==> config.mk <==
export PLATFORM = sky130hd
export DESIGN_NAME = mem_req_arbiter
export DESIGN_NICKNAME = d
export VERILOG_FILES = /design/src/rtl/mem_req_arbiter.sv
export SDC_FILE = /design/constraint.sdc
export NUM_CORES = 1
export LEC_CHECK = 0
export BUFFER_PORTS_ARGS = -buffer_cell sky130_fd_sc_hd__buf_4
export CORE_ASPECT_RATIO = 0.8
export CORE_UTILIZATION = 40
export DETAILED_ROUTE_END_ITERATION = 8
export HOLD_SLACK_MARGIN = 0.06
export PLACE_DENSITY = 0.6
export SETUP_SLACK_MARGIN = 0.02
export SLEW_MARGIN = 10
export SYNTH_ARGS = -nofsm -noshare
export SYNTH_HDL_FRONTEND = slang
export SYNTH_SLANG_ARGS = --single-unit
==> constraint.sdc <==
create_clock -name clk -period 11.7 [get_ports clk]
set_clock_uncertainty 0.15 [all_clocks]
set_input_delay 0.585 -clock clk [delete_from_list [all_inputs] [get_ports clk]]
set_output_delay 0.585 -clock clk [all_outputs]
set_load 0.02 [all_outputs]
==> src/rtl/mem_req_arbiter.sv <==
// mem_req_arbiter: per-core request FIFOs arbitrated onto one memory port, responses routed back by core_id.
// Define MEM_REQ_ARB_FIXED_PRIO_EN for fixed lowest-index priority instead of round-robin.
package mem_req_arbiter_pkg;
  typedef enum logic [1:0] {READ_REQ, WRITE_REQ, READ_RSP, WRITE_RSP} req_type_t;
  typedef struct packed {
    logic        vld;
    req_type_t   typ;
    logic [3:0]  core_id;
    logic [7:0]  access_id;
    logic [31:0] addr;
    logic [31:0] data;
  } request_t;
endpackage

module mem_req_arbiter
  import mem_req_arbiter_pkg::*;
#(
  parameter int NUM_CORES  = 4,
  parameter int FIFO_DEPTH = 2
) (
  input  logic     clk,
  input  logic     reset,
  input  request_t core_req     [NUM_CORES],
  output logic     core_req_rdy [NUM_CORES],
  output request_t core_rsp     [NUM_CORES],
  output request_t mem_req,
  input  request_t mem_rsp,
  output logic     rsp_err
);
  localparam int AW = $clog2(FIFO_DEPTH);
  localparam int CW = $clog2(NUM_CORES);
  localparam logic [AW:0] FULL = (AW+1)'(FIFO_DEPTH);
  localparam logic [4:0] NC = 5'(NUM_CORES);
  request_t fifo_mem [NUM_CORES][FIFO_DEPTH];
  logic [AW-1:0] wr_ptr [NUM_CORES];
  logic [AW-1:0] rd_ptr [NUM_CORES];
  logic [AW:0] cnt [NUM_CORES];
  logic push [NUM_CORES];
  logic pop [NUM_CORES];
  logic found;
  logic [CW-1:0] win;
`ifndef MEM_REQ_ARB_FIXED_PRIO_EN
  logic [CW-1:0] ptr;
`endif
  // Scanning in reverse lets the last hit be the first in search order.
  always_comb begin
    found = 1'b0;
    win = '0;
`ifdef MEM_REQ_ARB_FIXED_PRIO_EN
    for (int i = NUM_CORES - 1; i >= 0; i--)
      if (cnt[i] != '0) begin
        found = 1'b1;
        win = CW'(i);
      end
`else
    for (int k = NUM_CORES; k >= 1; k--)
      if (cnt[(int'(ptr) + k) % NUM_CORES] != '0) begin
        found = 1'b1;
        win = CW'((int'(ptr) + k) % NUM_CORES);
      end
`endif
    for (int i = 0; i < NUM_CORES; i++) begin
      core_req_rdy[i] = cnt[i] != FULL;
      push[i] = core_req[i].vld && core_req_rdy[i];
      pop[i] = found && win == CW'(i);
    end
  end
  always_ff @(posedge clk) begin
    for (int i = 0; i < NUM_CORES; i++)
      if (push[i]) fifo_mem[i][wr_ptr[i]] <= core_req[i];
  end
  always_ff @(posedge clk or negedge reset) begin
    if (!reset) begin
      for (int i = 0; i < NUM_CORES; i++) begin
        wr_ptr[i] <= '0;
        rd_ptr[i] <= '0;
        cnt[i] <= '0;
      end
    end else begin
      for (int i = 0; i < NUM_CORES; i++) begin
        if (push[i]) wr_ptr[i] <= wr_ptr[i] + 1'b1;
        if (pop[i]) rd_ptr[i] <= rd_ptr[i] + 1'b1;
        cnt[i] <= cnt[i] + (AW+1)'(push[i]) - (AW+1)'(pop[i]);
      end
    end
  end
  always_ff @(posedge clk or negedge reset) begin
    if (!reset) begin
      mem_req <= '0;
      rsp_err <= 1'b0;
`ifndef MEM_REQ_ARB_FIXED_PRIO_EN
      ptr <= CW'(NUM_CORES - 1);
`endif
      for (int j = 0; j < NUM_CORES; j++) core_rsp[j] <= '0;
    end else begin
      if (found) begin
        mem_req <= fifo_mem[win][rd_ptr[win]];
        mem_req.vld <= 1'b1;
        mem_req.core_id <= 4'(win);
`ifndef MEM_REQ_ARB_FIXED_PRIO_EN
        ptr <= win;
`endif
      end else begin
        mem_req.vld <= 1'b0;
      end
      for (int j = 0; j < NUM_CORES; j++) begin
        core_rsp[j].vld <= 1'b0;
        if (mem_rsp.vld && mem_rsp.core_id == 4'(j)) core_rsp[j] <= mem_rsp;
      end
      if (mem_rsp.vld && {1'b0, mem_rsp.core_id} >= NC) rsp_err <= 1'b1;
    end
  end
endmodule

# After elaboration in Yosys (flattened, before gate mapping)
# Memory sizes are Yosys's and may differ from the RTL's.
# Index checks and enable logic that the tools add are counted.
dict set report totals {
  ff_bits 412
  ram_bits 632
  input_bits 397
  out_inout_bits 400
  wordCells 178
  n_memories 1
}
# memory depth width rd rd_clocked_by_memory_dff wr line_no
set memory_table {}
lappend memory_table {fifo_mem 4 158 1 0 4 34} ;# request_t fifo_mem [NUM_CORES][FIFO_DEPTH];
dict set report classes {
  add_sub_neg 20
  n_lt_le_gt_ge 15
  n_eq_ne 10
  mux 47
  bitwise 14
  n_reduce_logical 27
}
# cell n
set op_table {}
lappend op_table {{158-bit two-way mux} 4}
lappend op_table {{79-bit two-way mux} 8}
lappend op_table {{79-bit demux with 1-bit select} 4}
lappend op_table {{78-bit two-way mux} 3}
lappend op_table {{32-bit by 3-bit greater-or-equal comparator with 1-bit output (second input constant)} 4}
lappend op_table {{32-bit inverter} 4}
lappend op_table {{2-bit two-way mux} 12}
lappend op_table {{1-bit logical AND} 17}
lappend op_table {{2-bit binary-select mux with 2-bit select} 4}
lappend op_table {{1-bit two-way mux} 11}
lappend op_table {{2-bit greater-or-equal comparator (second input constant)} 5}
lappend op_table {{1-bit inverter with 2-bit output} 5}
lappend op_table {{1-bit adder (second input constant)} 8}
lappend op_table {{2-bit by 1-bit adder with 2-bit output} 4}
lappend op_table {{4-bit by 2-bit == test with 1-bit output (second input constant)} 2}
lappend op_table {{2-bit by 1-bit < comparator with 1-bit output (second input constant)} 4}
lappend op_table {{2-bit != test (second input constant)} 4}
lappend op_table {{2-bit nonzero test} 4}
lappend op_table {{2-bit OR reduction} 4}
lappend op_table {{2-bit by 1-bit subtractor with 2-bit output} 4}
lappend op_table {{2-bit by 1-bit adder with 2-bit output (second input constant)} 2}
lappend op_table {{2-bit adder (second input constant)} 2}
lappend op_table {{1-bit bitwise AND (first input constant)} 4}
lappend op_table {{2-bit == test (second input constant)} 2}
lappend op_table {{other kinds (8)} 8}

# Longest topological paths before layout
dict set report logic_depth {
  ltp_word 20
  ltp_mapped 11
  mapped_depth_nobuf 9
}

# Least setup slack after synthesis
# Ideal clock, no wire load.
dict set report synth_timing {
  kind {register -> register}
  start {register cnt[4] in the netlist's numbering}
  end {memory fifo_mem[1][100] in the netlist's numbering (enable)}
  setup_time_ns 0.507
  t_arrival_ns 3.909
  t_required_ns 11.043
  slack_ns 7.135
  stages_incl_launch_ff 4
  synth_period_minus_slack_ns 4.565
  cell_sequence {dfrtp_1 nand2b_1 nand2_1 nor2_1}
}
# item line_no
set synth_lines {}
lappend synth_lines {{start, declared} 37} ;# logic [AW:0] cnt [NUM_CORES];
lappend synth_lines {{start signal, assigned by index} 83} ;# cnt[i] <= cnt[i] + (AW+1)'(push[i]) - (AW+1)'(pop[i]);
lappend synth_lines {{end, declared} 34}

# Final worst setup path
dict set report layout_timing {
  start {register cnt[4] in the netlist's numbering}
  end {register mem_req[56] in the netlist's numbering}
}
dict set report layout_between {
  elab_chain_len 16
  word_cells_on_any_way 33
}
# item line_no
set layout_rtl {}
lappend layout_rtl {{2-bit binary-select mux with 2-bit select} 57} ;# if (cnt[(int'(ptr) + k) % NUM_CORES] != '0) begin
lappend layout_rtl {{2-bit two-way mux (implied by the code) (2 in series)} 57}
lappend layout_rtl {{2-bit nonzero test} 57}
lappend layout_rtl {{2-bit two-way mux (4 in series)} 57}
lappend layout_rtl {{2-bit inverter with 3-bit output (implied by the code)} 97} ;# mem_req <= fifo_mem[win][rd_ptr[win]];
lappend layout_rtl {{1-bit binary-select mux with 2-bit select} 97}
lappend layout_rtl {{1-bit two-way mux (implied by the code) (2 in series)} 97}
lappend layout_rtl {{1-bit inverter with 2-bit output (implied by the code)} 97}
lappend layout_rtl {{78-bit two-way mux (implied by the code) (3 in series)} 97}
lappend layout_rtl {{end signal, assigned} 97}
lappend layout_rtl {{end, declared} 26} ;# output request_t mem_req,
# Several ways; a longest one is shown, not always the timed one. The select of a mux whose other input is x is not followed.
# A chain may end at the register's enable or synchronous reset.

==> reports/qor.csv <==
metric,value,unit
status,"complete, no violations",
via/cell ratio,5.03,
final instance area,52700,um2
Routed WL,123000,um
Post-synth top flop,edfxtp_1,
Root Driver,clkbuf_16,
Post-DP HPWL,79300,um
I/O Pins,797,
first drt pass iteration count,6,
Yosys warning count,0,
# fillers,7937,
core area,94900,um2
dominant cells by area after synthesis,"edfxtp_1 (46%), dfrtp_1 (27%), nand2_1 (9.5%), mux2_2 (4.2%), a311o_1 (1.9%)",
TritonCTS clock tree,yes,
Post-Syn Instances,2914,
clk_lat worst skew,0.66,ns
Seq. cell area,28100,um2
unique cell type count in the Yosys netlist,42,
post-synth design cell area,38300,um2
Commonest cells post-synth,"nand2_1 (968), edfxtp_1 (592), dfrtp_1 (410)",
Hold Crit Class,in2reg,
sequential element share of the synthesized area,73.4,%
gr ovfl total,0,
post-route minimum period,4.49,ns
DR vias,27300,
vias in the first global route,27000,
DIE WIDTH,348,um
Max Cap Viol,0,
clk buf depth,3,
Synth Register Bits,1004,
RSZ-0062 raised after global routing,no,
Post-synth EDFFs,592,
crit-path cells,o41ai_2 > o221a_4 > buf_4 > buf_4 > nand2_1 > a311o_1 > a31oi_1,
largest net degree at the start of global routing,202,
Clock transition at path regs,0.06,ns
"count leader, synth",nand2_1,
Yosys top cell by area,edfxtp_1,
Setup TNS,0,ns
cell mode on critical path,buf_4,
ys async rst share,41.0,%
share of layout cells above drive strength 1,27.9,%
initial antenna violation count,29,
first-pass GRT wire length,179000,um
chip height,279,um
Num Clock Sinks,1004,
Reg-to-Reg End,mem_req[56],
CP Capture Type,register,
CP Class,reg2reg,
hold path start,core_req[78],
worst hold path depth,3,
reg-to-reg critical path startpoint,cnt[4],
area share of the largest cell type after synthesis,46.4,%
initial core utilization,40.3,%
drt drc,0,
R2R setup slack,7.21,ns
Area after DPL,45400,um2
Worst Hold End,wr_ptr[0],
setup violators final,0,
multi-input logic area,9500,um2
Max stage delay on crit path,0.86,ns
CP Buf/Inv Count,2,
CP top delay family,compound AO/OA/AOI/OAI gates,
Nets,4433,
post-DR wirelength/cell,22.7,um
RePlAce Congestion,0.835,
worst r2r path cells,7,
slew at the pin closest to its max-slew limit,1.11,ns
# H-tree levels,3,
pwr dens,272,nW/um2
critical-path maximum fanout,89,
DRT antenna net count,0,
crit path launch type,register,
CTS Buf Count,104,
Slew Limit Headroom,26.1,%
Fin. Hold Viols,0,
leak pwr,22.3,nW
Max IR drop VDD,435,uV
PortBufs,778,
Pins Over Slew Limit,0,
CP Data Required Time,12.12,ns
CP arrival,4.91,ns
Worst path slowest cell,buf_4,
drt initial violations,1982,
Layout area overhead,37.6,%
total die area,96900,um2
Overall Global Routing Usage,25.0,%
Max Fclk,0.223,GHz
period utilization,38.4,%
mean area per synthesized cell,13.1,um2
Std-Cell Rows,101,
## registers in the layout (all words and copies together) (netlist names)
register and cells:
wr_ptr 4, fifo_mem 592, core_rsp 316, rd_ptr 4, cnt 8, mem_req 77
ptr 2, rsp_err 1
## power by group
part	internal, mW	switching (mW)
combinational	2.15	3.71
clock	1.93	1.43
sequential	4.78	0.345
total	8.86	5.48
## cells in the final DEF, fill, tap and decap left out, drive strengths merged, types with 3 or more instances in the layout
master and instances:
clkinvlp 3, ha 8, a211oi 75, edfxtp 592
xnor2 12, nand2 968, and3 4, dfrtp 410
diode 15, clkinv 38, a31oi 74, nand3 76
nor2 83, mux2i 3, mux2 148, buf 815
bufinv 6, o211ai 74, dlygate4sd3 373, and2 80
clkbuf 145, a311o 74, xor2 4, inv 15
nand2b 8, o21ai 5, nor2b 7
## layer usage
metal | up-vias | track usage, % | routed length (um)
li1 | 12500 | - | -
met1 | 13500 | 34.0 | 52200
met2 | 980 | 40.4 | 58400
met3 | 231 | 4.88 | 8310
met4 | 30 | 8.23 | 3920
met5 | - | 0 | 189
## kinds of logic (layout without fill, tap and decap cells)
family          after synthesis  count (layout)  synth area share (%)
compound gates              310             310                  6.37
other cells                   1              17               0.00980
xor+xnor                     16              16                 0.366
flops                      1004            1004                  73.4
buf+inv                     191            1395                  2.09
mux                         151             151                  4.46
fa+ha+maj                     8               8                 0.261
simple gates               1233            1233                  13.1
## tightest hold or removal path: cells and delay by family
family | cells | cell delay (ns)
simple gates | 1 | 0.14
buf+inv | 1 | 0.11
xor+xnor | 1 | 0.08
## stage by stage
step | util, % | power, mW | setup WS, ns | hold WS (ns) | cells
2_1_floorplan | - | 9.02 | 7.13 | 0.139 | 2915
3_3_place_gp | 47.8 | 10.9 | 7.28 | 0.303 | 4836
3_5_place_dp | 47.8 | 11.0 | 7.24 | 0.304 | 4836
4_1_cts | 55.5 | 14.4 | 7.18 | 0.108 | 5406
5_1_grt | 55.5 | 15.1 | 6.93 | 0.135 | 5415
6_report | 55.5 | 14.3 | 7.21 | 0.154 | 5421
## timing repair
action                    4_1_cts  5_1_grt
gates resized for setup         0        0
hold buffers                  373        0
buffers inserted                0        0
hold endpoints to repair      971        0
## worst max-delay path by stage
stage,from,to,slack (ns),depth (start not counted)
after detailed placement,cnt[4],mem_req[56],7.24,7
final,cnt[4],mem_req[56],7.21,7
after CTS,cnt[4],mem_req[56],7.18,7
after floorplan,cnt[4],fifo_mem[1][100],7.13,3
after global routing,cnt[4],mem_req[66],6.93,7
after global placement,cnt[4],mem_req[54],7.28,7
## final cells by class
type | instances | area share [%]
Multi-Input combinational cell | 1720 | 18.0
Clock inverter | 52 | 0.969
Clock buffer | 145 | 5.68
Inverter | 10 | 0.0713
Tap cell | 1287 | 3.06
Antenna cell | 15 | 0.0713
Timing Repair Buffer | 1188 | 18.8
Sequential cell | 1004 | 53.3
Power figures use the tool's default switching activity.
